**config.mk**
```make
export PLATFORM = sky130hd
export DESIGN_NAME = axi4_rd_master
export DESIGN_NICKNAME = d
export VERILOG_FILES = /design/src/rtl/axi4_rd_master.sv
export SDC_FILE = /design/constraint.sdc
export NUM_CORES = 1
export LEC_CHECK = 0
export ABC_AREA = 1
export CAP_MARGIN = 15
export CORE_ASPECT_RATIO = 1.5
export CORE_UTILIZATION = 33
export DETAILED_ROUTE_END_ITERATION = 12
export GPL_TIMING_DRIVEN = 0
export PLACE_DENSITY_LB_ADDON = 0.05
export RECOVER_POWER = 100
export SETUP_SLACK_MARGIN = 0.1
export SLEW_MARGIN = 10
export SYNTH_ARGS = -nofsm -noshare
export SYNTH_HDL_FRONTEND = slang
export SYNTH_SLANG_ARGS = --single-unit
```
**constraint.sdc**
```tcl
create_clock -name clock -period 1.7 [get_ports clock]
set_input_delay 0.34 -clock clock [delete_from_list [all_inputs] [get_ports clock]]
set_output_delay 0.34 -clock clock [all_outputs]
set_load 0.05 [all_outputs]
```
**src/rtl/axi4_rd_master.sv**
```systemverilog
// Purpose: AXI4 read initiator; one core burst request -> one AR, R beats streamed back to the requester.
// Latency: AR issued the cycle after req accept; R beats forwarded combinationally (zero added latency).
// Backpressure: resp_ready drives rready directly; AR fields held stable until arready; one transaction in flight.
//
// Ports: clock/reset (sync, active-high); req_* core request (valid/ready); resp_* beat stream to requester;
//        io_master_ar* AR channel out; io_master_r* R channel in.
// Optional: define AXI4_RD_TIMEOUT_EN to enable a TIMEOUT-cycle watchdog that ends a stuck transaction
//           with one synthetic error beat (resp_err=1, resp_last=1, resp_data=0).
module axi4_rd_master #(
    parameter int ADDR_W  = 32,
    parameter int DATA_W  = 64,
    parameter int ID_W    = 4,
    parameter int ARID    = 0,
    parameter int TIMEOUT = 1024
) (
    input  logic              clock,
    input  logic              reset,
    input  logic              req_valid,
    output logic              req_ready,
    input  logic [ADDR_W-1:0] req_addr,
    input  logic [7:0]        req_len,
    input  logic [2:0]        req_size,
    output logic              resp_valid,
    input  logic              resp_ready,
    output logic [DATA_W-1:0] resp_data,
    output logic              resp_last,
    output logic              resp_err,
    input  logic              io_master_arready,
    output logic              io_master_arvalid,
    output logic [ADDR_W-1:0] io_master_araddr,
    output logic [ID_W-1:0]   io_master_arid,
    output logic [7:0]        io_master_arlen,
    output logic [2:0]        io_master_arsize,
    output logic [1:0]        io_master_arburst,
    output logic              io_master_rready,
    input  logic              io_master_rvalid,
    input  logic [1:0]        io_master_rresp,
    input  logic [DATA_W-1:0] io_master_rdata,
    input  logic              io_master_rlast,
    input  logic [ID_W-1:0]   io_master_rid
);

    localparam logic [ID_W-1:0] ARID_V = ID_W'(ARID);

    // S_TOUT is only reachable with the watchdog enabled.
    typedef enum logic [1:0] {
        S_IDLE = 2'd0,
        S_ADDR = 2'd1,
        S_DATA = 2'd2,
        S_TOUT = 2'd3
    } state_e;

    state_e            state_q, state_d;
    logic [ADDR_W-1:0] addr_q, addr_d;
    logic [7:0]        len_q, len_d;
    logic [2:0]        size_q, size_d;
    logic [7:0]        cnt_q, cnt_d;     // beats remaining minus one

    logic beat_acc;
    logic cnt_zero;
    logic beat_err;

    assign cnt_zero = (cnt_q == 8'd0);
    assign beat_acc = (state_q == S_DATA) && io_master_rvalid && resp_ready;

    // Burst length is owned by our counter; rlast is only checked against it.
    assign beat_err = (io_master_rresp != 2'b00)
                   || (io_master_rid != ARID_V)
                   || ( io_master_rlast && !cnt_zero)
                   || (!io_master_rlast &&  cnt_zero);

`ifdef AXI4_RD_TIMEOUT_EN
    localparam int              TMO_W    = $clog2(TIMEOUT + 1);
    localparam logic [TMO_W-1:0] TMO_LAST = TMO_W'(TIMEOUT - 1);

    logic [TMO_W-1:0] tmo_q, tmo_d;
    logic             tmo_hit;

    // tmo_q counts cycles spent since ADDR entry or the last accepted beat;
    // the TIMEOUT-th such cycle without progress abandons the transaction.
    assign tmo_hit = (tmo_q == TMO_LAST);
`else
    logic unused_timeout;
    assign unused_timeout = (TIMEOUT != 0);
`endif

    // Next-state logic
    always_comb begin
        state_d = state_q;
        addr_d  = addr_q;
        len_d   = len_q;
        size_d  = size_q;
        cnt_d   = cnt_q;
`ifdef AXI4_RD_TIMEOUT_EN
        tmo_d   = tmo_q;
`endif
        case (state_q)
            S_IDLE: begin
                if (req_valid) begin
                    addr_d  = req_addr;
                    len_d   = req_len;
                    size_d  = req_size;
                    cnt_d   = req_len;
                    state_d = S_ADDR;
`ifdef AXI4_RD_TIMEOUT_EN
                    tmo_d   = '0;
`endif
                end
            end
            S_ADDR: begin
                if (io_master_arready) begin
                    state_d = S_DATA;
                end
`ifdef AXI4_RD_TIMEOUT_EN
                tmo_d = tmo_q + 1'b1;
                // A handshake in the same cycle wins: the slave already owns the AR.
                if (!io_master_arready && tmo_hit) begin
                    state_d = S_TOUT;
                end
`endif
            end
            S_DATA: begin
                if (beat_acc) begin
                    if (cnt_zero) begin
                        state_d = S_IDLE;
                    end else begin
                        cnt_d = cnt_q - 8'd1;
                    end
                end
`ifdef AXI4_RD_TIMEOUT_EN
                if (beat_acc) begin
                    tmo_d = '0;
                end else begin
                    tmo_d = tmo_q + 1'b1;
                    if (tmo_hit) begin
                        state_d = S_TOUT;
                    end
                end
`endif
            end
            S_TOUT: begin
                if (resp_ready) begin
                    state_d = S_IDLE;
                end
            end
            default: state_d = S_IDLE;
        endcase
    end

    // Output logic
    always_comb begin
        req_ready         = (state_q == S_IDLE);
        io_master_arvalid = (state_q == S_ADDR);
        io_master_araddr  = addr_q;
        io_master_arid    = ARID_V;
        io_master_arlen   = len_q;
        io_master_arsize  = size_q;
        io_master_arburst = 2'b01;
        io_master_rready  = 1'b0;
        resp_valid        = 1'b0;
        resp_data         = '0;
        resp_last         = 1'b0;
        resp_err          = 1'b0;
        case (state_q)
            S_DATA: begin
                io_master_rready = resp_ready;
                resp_valid       = io_master_rvalid;
                resp_data        = io_master_rdata;
                resp_last        = cnt_zero;
                resp_err         = beat_err;
            end
            S_TOUT: begin
                resp_valid = 1'b1;
                resp_last  = 1'b1;
                resp_err   = 1'b1;
            end
            default: ;
        endcase
    end

    always_ff @(posedge clock) begin
        if (reset) begin
            state_q <= S_IDLE;
            addr_q  <= '0;
            len_q   <= '0;
            size_q  <= '0;
            cnt_q   <= '0;
`ifdef AXI4_RD_TIMEOUT_EN
            tmo_q   <= '0;
`endif
        end else begin
            state_q <= state_d;
            addr_q  <= addr_d;
            len_q   <= len_d;
            size_q  <= size_d;
            cnt_q   <= cnt_d;
`ifdef AXI4_RD_TIMEOUT_EN
            tmo_q   <= tmo_d;
`endif
        end
    end

endmodule

```
==> out/results.tsv, run 1 <==
stage	metric	value	unit
status	status	finished, violations left	
status	failing checks	negative setup slack	
finish	Post-Layout Cell Count	844	
floorplanning	IO Pins	239	
critical_path	Most common cell on crit path	inv_2	
grt	antenna violations before repair	1	
critical_path	crit-path cells	inv_2 > ha_4 > nand3_4 > nor2_1 > inv_1 > nand2_1 > nand3_2 > o21ai_2 > inv_2 > buf_8	
logic_synthesis	Distinct cells, synth	27	
clock_network	CTS Buf Count	5	
timing	Worst Skew	0.00270	ns
logic_synthesis	Post-Synthesis Cells	465	
finish	P&R area growth vs syn	128	%
critical_path	critical path endpoint category	primary output	
drt	WL per Instance	14.2	um
grt	largest net degree at the start of global routing	17	
place	# placed instances	808	
timing	Slew @ Worst Pin	0.523	ns
logic_synthesis	register area share after synthesis	0.372	
floorplanning	row cnt	41	
power_and_ir_drop	sw frac	0.411	
clock_network	CTS sink cnt	53	
clock_network	CTS tree	yes	
clock_network	clk_lat worst skew	0.29	ns
logic_synthesis	Post-synth EDFFs	0	
power_and_ir_drop	Flop pwr share	0.290	
logic_synthesis	warnings from Yosys	0	
worst_hold_path	Hold Crit Class	primary input to flop	
floorplanning	Die Ht	116	um
power_and_ir_drop	P_sw	2.12	mW
drt	residual DRC count	0	
place	Detail Placement HPWL	8.49	mm
logic_synthesis	cell taking the most area after synthesis	dfxtp_1	
clock_network	clock buffer depth	2	
timing	Tcrit/Tclk final	1.15	
logic_synthesis	largest cells by area after synthesis	dfxtp_1 37%, nor2_1 22%, inv_1 11%	
finish	Final Core Density	0.772	
floorplanning	Die Wd	77.9	um
logic_synthesis	Commonest cells post-synth	169 x nor2_1, 81 x inv_1, 53 x dfxtp_1, 52 x o21ai_0, 39 x nand2_1	
critical_path	CP max stage cell	dfxtp_2	
logic_synthesis	most common cell in the netlist	nor2_1	
critical_path	critical path buffer and inverter count	4	
timing	RSZ-0062 raised after global routing	true	
logic_synthesis	Netlist Area Pre-Place	0.00285	sq mm
critical_path	Worst Path Required	1.36	ns
logic_synthesis	Seq cells post-synth	53	
drt	vias per cell	4.53	
grt	vias in the first global route	3748	
timing	Relative slew margins	0.652	
flow_run	Max-cap violations	0	
grt	Tot GR Track Use	0.251	
drt	drt total wl	12.0	mm
critical_path	startpoint types	flop	
floorplanning	core area	0.00841	sq mm
grt	first-pass GRT wire length	17.8	mm
timing	Final Setup Violations	102	
power_and_ir_drop	Comb power frac	0.509	
power_and_ir_drop	pwr dens	792	mW/mm^2
timing	Final Max Tran Viols	0	
place	Post-Place Setup Slack	-0.715	ns
logic_synthesis	Async SR Flop Fraction	0	
timing	Hold Worst Slack	0.405	ns
grt	grt total ovfl	0	
finish	nets	857	
drt	DR vias	3823	
timing	Final Hold Fails	0	
place	post-placement cell area	0.00555	sq mm
logic_synthesis	Syn Area/Cell	6.14	sq um
timing	Period minus WS final	1.95	ns
place	Placer Congestion	0.865	
place	I/O Buffers	232	
critical_path	critical path arrival	1.61	ns
drt	Pre-Repair DR Iteration Count	4	
critical_path	CP Max Fanout	3	
clock_network	Clock transition at path regs	0.07	ns
logic_synthesis	area fraction of the dominant cell type after synthesis	0.372	
drt	Final ANT Viol Nets	0	
clock_network	Root Buffer	clkbuf_16	
critical_path	slowest stage delay, CP	0.33	ns
floorplanning	die area	0.00903	sq mm
timing	Fmax	0.514	GHz
critical_path	worst setup path class	flop to primary output	
drt	initial DRC count	123	
finish	share of layout cells above drive strength 1	0.319	
power_and_ir_drop	Int Pwr	3.03	mW
power_and_ir_drop	Lkg Pwr	3.14	nW
floorplanning	Starting Density	0.339	
critical_path	CP delay by family, top	buffers and inverters	
finish	Final Cell Area	0.00650	sq mm
logic_synthesis	Post-synth top flop	dfxtp_1	
power_and_ir_drop	clock power share	0.201	
clock_network	H-tree levels	2	
timing	setup ws final	-0.247	ns
power_and_ir_drop	maximum VDD drop	0.875	mV
worst register-to-register path: cells and delay by family (launching register included):
kind,cells,cell delay [ns]
buffers and inverters,6,0.70
and+or+nand+nor,4,0.61
DFF,1,0.31
final cells by class:
| type | count | area (sq um) |
|---|---|---|
| clock buffers | 6 | 139 |
| well taps | 107 | 134 |
| fillers | 620 | 1920 |
| repair buffers | 260 | 2630 |
| diodes | 1 | 2.50 |
| inverters | 86 | 333 |
| multi-input cells | 301 | 1840 |
| clock inverters | 2 | 13.8 |
| flip-flops and latches | 53 | 1080 |
| plain buffers | 28 | 324 |
path summary, 6_finish.rpt:
kind / slack, ns / from / cells after the start / end
worst max-delay path: -0.25 / cnt_q[1] / 10 / resp_err
worst min register to register: 0.49 / cnt_q[7] / 2 / cnt_q[7]
worst min-delay path: 0.40 / reset / 2 / state_q[1]
worst max register to register: -0.03 / state_q[0] / 10 / io_master_arsize[1]
layout by cell type, fill, tap and decap left out, drive strengths merged, types with 9 or more instances in the layout:
master           n
o21ai           56
nor2           172
a21oi            9
clkbuf          16
inv             86
nand2           42
clkdlybuf4s50  118
dfxtp           53
dlygate4sd2     43
buf            116
power by group through the flow:
stage	logic (mW)	registers, mW	clock network [mW]
global route	2.79	1.51	1.10
detailed placement	2.21	1.51	0
global placement	2.19	1.50	0
floorplan	1.00	1.89	0
finish	2.62	1.49	1.04
CTS	2.47	1.48	1.05
kinds of logic (layout without fill, tap and decap cells):
family | after synthesis | in the layout | synth area share
other | 2 | 7 | 0.00263
adder cells (fa/ha/maj) | 2 | 2 | 0.00877
flip-flops | 53 | 53 | 0.372
AO/OA/AOI/OAI | 67 | 67 | 0.121
AND/OR/NAND/NOR | 226 | 226 | 0.313
buffers and inverters | 115 | 382 | 0.183
registers in the layout, indices dropped and copies added, names as in the netlist:
signal	flops
cnt_q	8
io_master_araddr	32
io_master_arlen	8
io_master_arsize	3
state_q	2
through the flow:
stage	total power [mW]	TNS [ns]
floorplan	2.89	-2.53
global placement	3.69	-50.54
detailed placement	3.72	-51.95
CTS	5.00	-6.72
global route	5.39	-12.80
finish	5.15	-6.30
what timing repair did:
item / CTS / global route
hold buffers: 0 / 0
pin swaps: 9 / 17
resized for setup: 612 / 71
endpoints found under the setup margin: 143 / 103
gates cloned: 2 / 1
setup buffers: 21 / 8
layer usage:
| metal | GRT usage | part of all wire |
|---|---|---|
| met3 | 0.0740 | 0.081 |
| met4 | 0.104 | 0.031 |
| met1 | 0.229 | 0.34 |
| met2 | 0.510 | 0.55 |
| met5 | 0 | 0 |
No activity file was read; power rests on OpenSTA's default activity.
==> inputs of run 2 (changes only) <==
--- a/config.mk
+++ b/config.mk
@@ -5,10 +5,10 @@
 export SDC_FILE = /design/constraint.sdc
 export NUM_CORES = 1
 export LEC_CHECK = 0
-export ABC_AREA = 1
+export ABC_AREA = 0
 export CAP_MARGIN = 15
 export CORE_ASPECT_RATIO = 1.5
-export CORE_UTILIZATION = 33
+export CORE_UTILIZATION = 32
 export DETAILED_ROUTE_END_ITERATION = 12
 export GPL_TIMING_DRIVEN = 0
 export PLACE_DENSITY_LB_ADDON = 0.05
==> out/results.tsv, run 2 <==
stage	metric	value	unit
clock_network	CTS tree	yes	
clock_network	clk_lat worst skew	0.29	ns
drt	drt total wl	11.6	mm
worst_hold_path	Hold Crit Class	flop to flop	
logic_synthesis	Syn Area/Cell	7.29	sq um
place	Placer Congestion	0.782	
grt	antenna violations before repair	0	
timing	Final Setup Violations	68	
critical_path	CP delay by family, top	simple AND/OR/NAND/NOR gates	
drt	initial DRC count	103	
logic_synthesis	most common cell in the netlist	nand2_1	
logic_synthesis	Netlist Area Pre-Place	0.00270	sq mm
finish	Final Cell Area	0.00640	sq mm
floorplanning	die area	0.00881	sq mm
logic_synthesis	Post-Synthesis Cells	370	
finish	Ant. Diodes	0	
drt	Pre-Repair DR Iteration Count	4	
place	Detail Placement HPWL	8.10	mm
floorplanning	Die Wd	77.0	um
floorplanning	IO Pins	239	
flow_run	Max-cap violations	0	
power_and_ir_drop	maximum VDD drop	0.465	mV
logic_synthesis	register area share after synthesis	0.393	
status	status	finished, violations left	
power_and_ir_drop	pwr dens	670	mW/mm^2
timing	Final Hold Fails	0	
critical_path	critical path buffer and inverter count	1	
clock_network	CTS sink cnt	53	
critical_path	CP max stage cell	dfxtp_2	
logic_synthesis	area fraction of the dominant cell type after synthesis	0.393	
timing	Worst Skew	0.00561	ns
grt	grt total ovfl	0	
critical_path	critical path arrival	1.68	ns
clock_network	CTS Hold Buffers Added	0	
timing	Slew @ Worst Pin	0.561	ns
status	failing checks	negative setup slack	
floorplanning	core area	0.00811	sq mm
place	I/O Buffers	231	
timing	RSZ-0062 raised after global routing	true	
drt	Final ANT Viol Nets	0	
logic_synthesis	Post-synth EDFFs	0	
drt	DR vias	3525	
grt	Tot GR Track Use	0.255	
clock_network	CTS Buf Count	5	
finish	fillers	559	
logic_synthesis	Async SR Flop Fraction	0	
timing	Final Max Tran Viols	0	
finish	nets	770	
grt	largest net degree at the start of global routing	17	
clock_network	Root Buffer	clkbuf_16	
finish	Multi-input gate area	0.00175	sq mm
drt	WL per Instance	15.4	um
timing	Relative slew margins	0.623	
finish	sequential cell area	0.00107	sq mm
logic_synthesis	largest cells by area after synthesis	dfxtp_1 39%, and2_1 15%, nand2_1 14%	
critical_path	worst setup path class	flop to primary output	
place	post-placement cell area	0.00525	sq mm
drt	vias per cell	4.68	
finish	Post-Layout Cell Count	754	
logic_synthesis	warnings from Yosys	0	
logic_synthesis	Distinct cells, synth	38	
grt	first-pass GRT wire length	17.7	mm
critical_path	CP Max Fanout	4	
critical_path	slowest stage delay, CP	0.35	ns
logic_synthesis	Post-synth top flop	dfxtp_1	
timing	setup ws final	-0.321	ns
critical_path	startpoint types	flop	
grt	vias in the first global route	3596	
drt	residual DRC count	0	
timing	Tcrit/Tclk final	1.19	
finish	commonest non-fill, non-tap cell in the layout	clkdlybuf4s50_1	
critical_path	Worst Path Required	1.36	ns
timing	Period minus WS final	2.02	ns
floorplanning	Die Ht	114	um
logic_synthesis	Seq cells post-synth	53	
clock_network	Clock transition at path regs	0.07	ns
finish	P&R area growth vs syn	137	%
clock_network	H-tree levels	2	
critical_path	critical path endpoint category	primary output	
power_and_ir_drop	Lkg Pwr	2.86	nW
place	# placed instances	710	
finish	share of layout cells above drive strength 1	0.364	
logic_synthesis	cell taking the most area after synthesis	dfxtp_1	
finish	max FFs per register	32	
clock_network	clock buffer depth	2	
floorplanning	Starting Density	0.333	
critical_path	crit-path cells	nor4_4 > and4bb_2 > xnor2_2 > a31oi_4 > buf_6	
finish	commonest non-fill, non-tap cells in the layout	117 x clkdlybuf4s50_1, 98 x nand2_1, 74 x buf_8, 65 x and2_4, 53 x a21oi_1	
logic_synthesis	Commonest cells post-synth	98 x nand2_1, 65 x and2_1, 55 x a21oi_1, 53 x dfxtp_1, 18 x clkbuf_1	
floorplanning	row cnt	40	
timing	Fmax	0.495	GHz
-- run 2: changes by cell type after synthesis, sizes merged, moves of 8 or more --
| cell | change |
|---|---|
| a21oi | +47 |
| and2 | +65 |
| buf | -8 |
| clkbuf | +12 |
| inv | -81 |
| nand2 | +56 |
| nor2 | -160 |
| o21ai | -49 |
-- run 2: cell families after synthesis --
| logic type | count (synthesis) | share of synthesized area |
|---|---|---|
| XOR/XNOR | 1 | 0.00325 |
| multiplexers | 1 | 0.00371 |
| other | 2 | 0.00278 |
| flip-flops | 53 | 0.393 |
| AO/OA/AOI/OAI | 74 | 0.151 |
| adder cells (fa/ha/maj) | 2 | 0.00927 |
| buffers and inverters | 38 | 0.0668 |
| AND/OR/NAND/NOR | 199 | 0.370 |
-- run 2: path summary, 6_finish.rpt --
kind	to	slack, ns	from	cells past startpoint
setup / recovery	resp_err	-0.32	cnt_q[4]	5
hold / removal	io_master_araddr[6]	0.45	io_master_araddr[6]	2
setup reg to reg	cnt_q[0]	0	state_q[1]	7
hold reg to reg	io_master_araddr[6]	0.45	io_master_araddr[6]	2
-- run 2: power by group --
group / switching [mW] / internal, mW / total [mW]
sequential: 0.0570 / 1.34 / 1.39
clock: 0.452 / 0.550 / 1.00
combinational: 1.02 / 0.881 / 1.90
-- run 2: stage by stage --
stage / utilization / power [mW] / setup TNS, ns / hold slack (ns) / worst slack (ns)
after global routing: 0.790 / 4.48 / -11.70 / 0.473 / -0.395
after detailed placement: 0.648 / 2.98 / -59.45 / 0.447 / -0.856
after CTS: 0.760 / 4.18 / -8.05 / 0.453 / -0.297
after global placement: 0.648 / 2.96 / -56.94 / 0.441 / -0.827
after floorplan: - / 2.34 / -0.0710 / 0.466 / -0.0710
final: 0.790 / 4.29 / -8.02 / 0.450 / -0.321
-- run 2: timing repair --
item	4_1_cts	5_1_grt
endpoints found under the setup margin	161	118
gates resized for setup	678	82
pin swaps	39	45
buffers inserted	19	11
cloned	9	1
hold endpoints to repair	0	0
-- run 2: layer usage --
layer	vias to the layer above	track usage	routed length, um
met5	-	0	0
met4	0	0.0692	256
met3	22	0.0733	855
met2	160	0.507	6530
met1	1601	0.252	3950
li1	1742	-	-
-- run 2: final cells by class --
class / instances / area share
Timing Repair Buffer: 268 / 0.466
Multi-Input combinational cell: 283 / 0.273
Sequential cell: 53 / 0.167
Buffer: 32 / 0.0481
Tap cell: 105 / 0.0205
Clock buffer: 6 / 0.0201
Inverter: 5 / 0.00313
Clock inverter: 2 / 0.00215
-- run 2: worst min-delay path, delay by kind of cell, from the launching register on --
| family | cells | cell delay, ns |
|---|---|---|
| flops | 1 | 0.30 |
| simple gates | 1 | 0.05 |
| compound gates | 1 | 0.05 |
==> inputs of run 3 (changes only) <==
--- a/config.mk
+++ b/config.mk
@@ -11,6 +11,7 @@
 export CORE_UTILIZATION = 32
 export DETAILED_ROUTE_END_ITERATION = 12
 export GPL_TIMING_DRIVEN = 0
+export MAX_ROUTING_LAYER = met4
 export PLACE_DENSITY_LB_ADDON = 0.05
 export RECOVER_POWER = 100
 export SETUP_SLACK_MARGIN = 0.1
==> constraint.sdc (replaced) <==
create_clock -name clock -period 1.7 [get_ports clock]
set_input_delay 0.34 -clock clock [delete_from_list [all_inputs] [get_ports clock]]
set_output_delay 0.34 -clock clock [all_outputs]
set_load 0.005 [all_outputs]
==> out/results.tsv, run 3 (synthesis results as in run 2) <==
stage	metric	value	unit
critical_path	Crit. Startpoint	cnt_q[1]	
drt	DR vias	3580	
timing	Slew @ Worst Pin	0.609	ns
floorplanning	IO Pins	239	
status	status	finished, violations left	
clock_network	Clock transition at path regs	0.07	ns
power_and_ir_drop	Comb power frac	0.369	
grt	first-pass GRT wire length	17.4	mm
clock_network	CTS sink cnt	53	
power_and_ir_drop	sw frac	0.281	
finish	nets	775	
drt	WL per Instance	15.9	um
timing	Fmax	0.501	GHz
critical_path	CP max stage cell	dfxtp_2	
timing	Relative slew margins	0.594	
grt	largest net degree at the start of global routing	19	
place	I/O Buffers	231	
timing	Period minus WS final	2.00	ns
flow_run	Max-cap violations	0	
power_and_ir_drop	maximum VDD drop	0.568	mV
critical_path	slowest stage delay, CP	0.37	ns
clock_network	clock buffer depth	2	
finish	commonest non-fill, non-tap cell in the layout	clkdlybuf4s50_1	
grt	grt total ovfl	0	
timing	setup TNS	-7.94	ns
critical_path	crit-path cells	inv_2 > ha_4 > and4bb_2 > buf_4 > xnor2_1 > a31oi_1 > buf_2	
finish	commonest non-fill, non-tap cells in the layout	160 x clkdlybuf4s50_1, 96 x nand2_1, 87 x buf_6, 60 x and2_4, 52 x a21oi_1	
drt	vias per cell	4.72	
floorplanning	core area	0.00811	sq mm
place	Post-Place Setup Slack	-0.789	ns
clock_network	Root Buffer	clkbuf_16	
floorplanning	Starting Density	0.333	
grt	vias in the first global route	3542	
timing	Final Hold Fails	0	
critical_path	worst setup path class	flop to primary output	
timing	Worst Skew	0.00533	ns
power_and_ir_drop	pwr dens	620	mW/mm^2
drt	residual DRC count	0	
power_and_ir_drop	P_sw	1.08	mW
power_and_ir_drop	Flop pwr share	0.363	
timing	Final Setup Violations	67	
place	post-placement cell area	0.00516	sq mm
power_and_ir_drop	Lkg Pwr	2.63	nW
clock_network	clk_lat worst skew	0.29	ns
grt	Tot GR Track Use	0.258	
critical_path	worst reg2reg startpoint	state_q[1]	
power_and_ir_drop	clock power share	0.269	
floorplanning	row cnt	40	
status	failing checks	negative setup slack	
critical_path	critical path endpoint category	primary output	
critical_path	startpoint types	flop	
finish	Final Core Density	0.768	
drt	Pre-Repair DR Iteration Count	4	
floorplanning	die area	0.00881	sq mm
grt	antenna violations before repair	0	
clock_network	H-tree levels	2	
finish	P&R area growth vs syn	131	%
clock_network	CTS Buf Count	5	
power_and_ir_drop	Int Pwr	2.78	mW
finish	share of layout cells above drive strength 1	0.367	
finish	max FFs per register	32	
worst_hold_path	hold_sp	io_master_araddr[12]	
clock_network	CTS tree	yes	
place	Detail Placement HPWL	8.27	mm
drt	initial DRC count	138	
drt	Final ANT Viol Nets	0	
floorplanning	Die Wd	77.0	um
timing	setup ws final	-0.298	ns
finish	Ant. Diodes	0	
drt	drt total wl	12.1	mm
critical_path	Worst Path Required	1.36	ns
critical_path	CP Max Fanout	3	
worst_hold_path	Hold Crit Class	flop to flop	
timing	RSZ-0062 raised after global routing	true	
timing	Final Max Tran Viols	0	
finish	Final Cell Area	0.00623	sq mm
floorplanning	Die Ht	114	um
place	Placer Congestion	0.804	
finish	fillers	582	
timing	Tcrit/Tclk final	1.18	
critical_path	critical path arrival	1.66	ns
## run 3: final cells by class
| cell class | instances | area (sq um) | area share |
|---|---|---|---|
| Multi-Input combinational cell | 283 | 1760 | 0.282 |
| Clock inverter | 3 | 26.3 | 0.00422 |
| Sequential cell | 53 | 1070 | 0.172 |
| Tap cell | 105 | 131 | 0.0211 |
| Clock buffer | 5 | 125 | 0.0201 |
| Timing Repair Buffer | 274 | 2800 | 0.450 |
| Inverter | 5 | 18.8 | 0.00301 |
| Buffer | 31 | 297 | 0.0476 |
## run 3: metrics by stage
step / std cells / hold WS, ns / power (mW)
final: 759 / 0.456 / 3.86
after global routing: 759 / 0.476 / 4.04
after CTS: 754 / 0.456 / 3.70
after detailed placement: 710 / 0.446 / 2.47
after global placement: 710 / 0.441 / 2.44
after floorplan: 374 / 0.453 / 1.82
## run 3: power by group through the flow
stage | Combinational [mW] | Clock, mW | Sequential [mW]
after global routing | 1.52 | 1.11 | 1.41
after detailed placement | 1.04 | 0 | 1.42
after CTS | 1.25 | 1.05 | 1.40
final | 1.42 | 1.04 | 1.40
after floorplan | 0.398 | 0 | 1.42
after global placement | 1.02 | 0 | 1.42
## run 3: worst paths after layout
kind,to,slack (ns),cells after the start
setup reg to reg,cnt_q[0],0.01,7
hold / removal,io_master_araddr[12],0.46,2
setup / recovery,resp_err,-0.30,7
hold reg to reg,io_master_araddr[12],0.46,2
## run 3: worst max-delay path, delay by kind of cell, from the launching register on
kind            cells  cell delay (ns)
compound gates      1             0.13
xor+xnor            1             0.12
fa+ha+maj           1             0.17
buf+inv             3             0.36
flops               1             0.37
simple gates        1             0.23
## run 3: routing by layer
metal	share of wire	GRT usage	wire length [um]	vias up
li1	-	-	-	1753
met1	0.36	0.269	4360	1632
met2	0.55	0.488	6640	168
met3	0.066	0.0542	793	27
met4	0.025	0.0629	306	0
met5	0	-	0	-
## run 3: timing repair
action / CTS / global route
pin swaps: 46 / 35
gates cloned: 7 / 0
buffers inserted: 29 / 8
resized for setup: 412 / 137
setup endpoints to repair: 118 / 116
hold buffers: 0 / 0
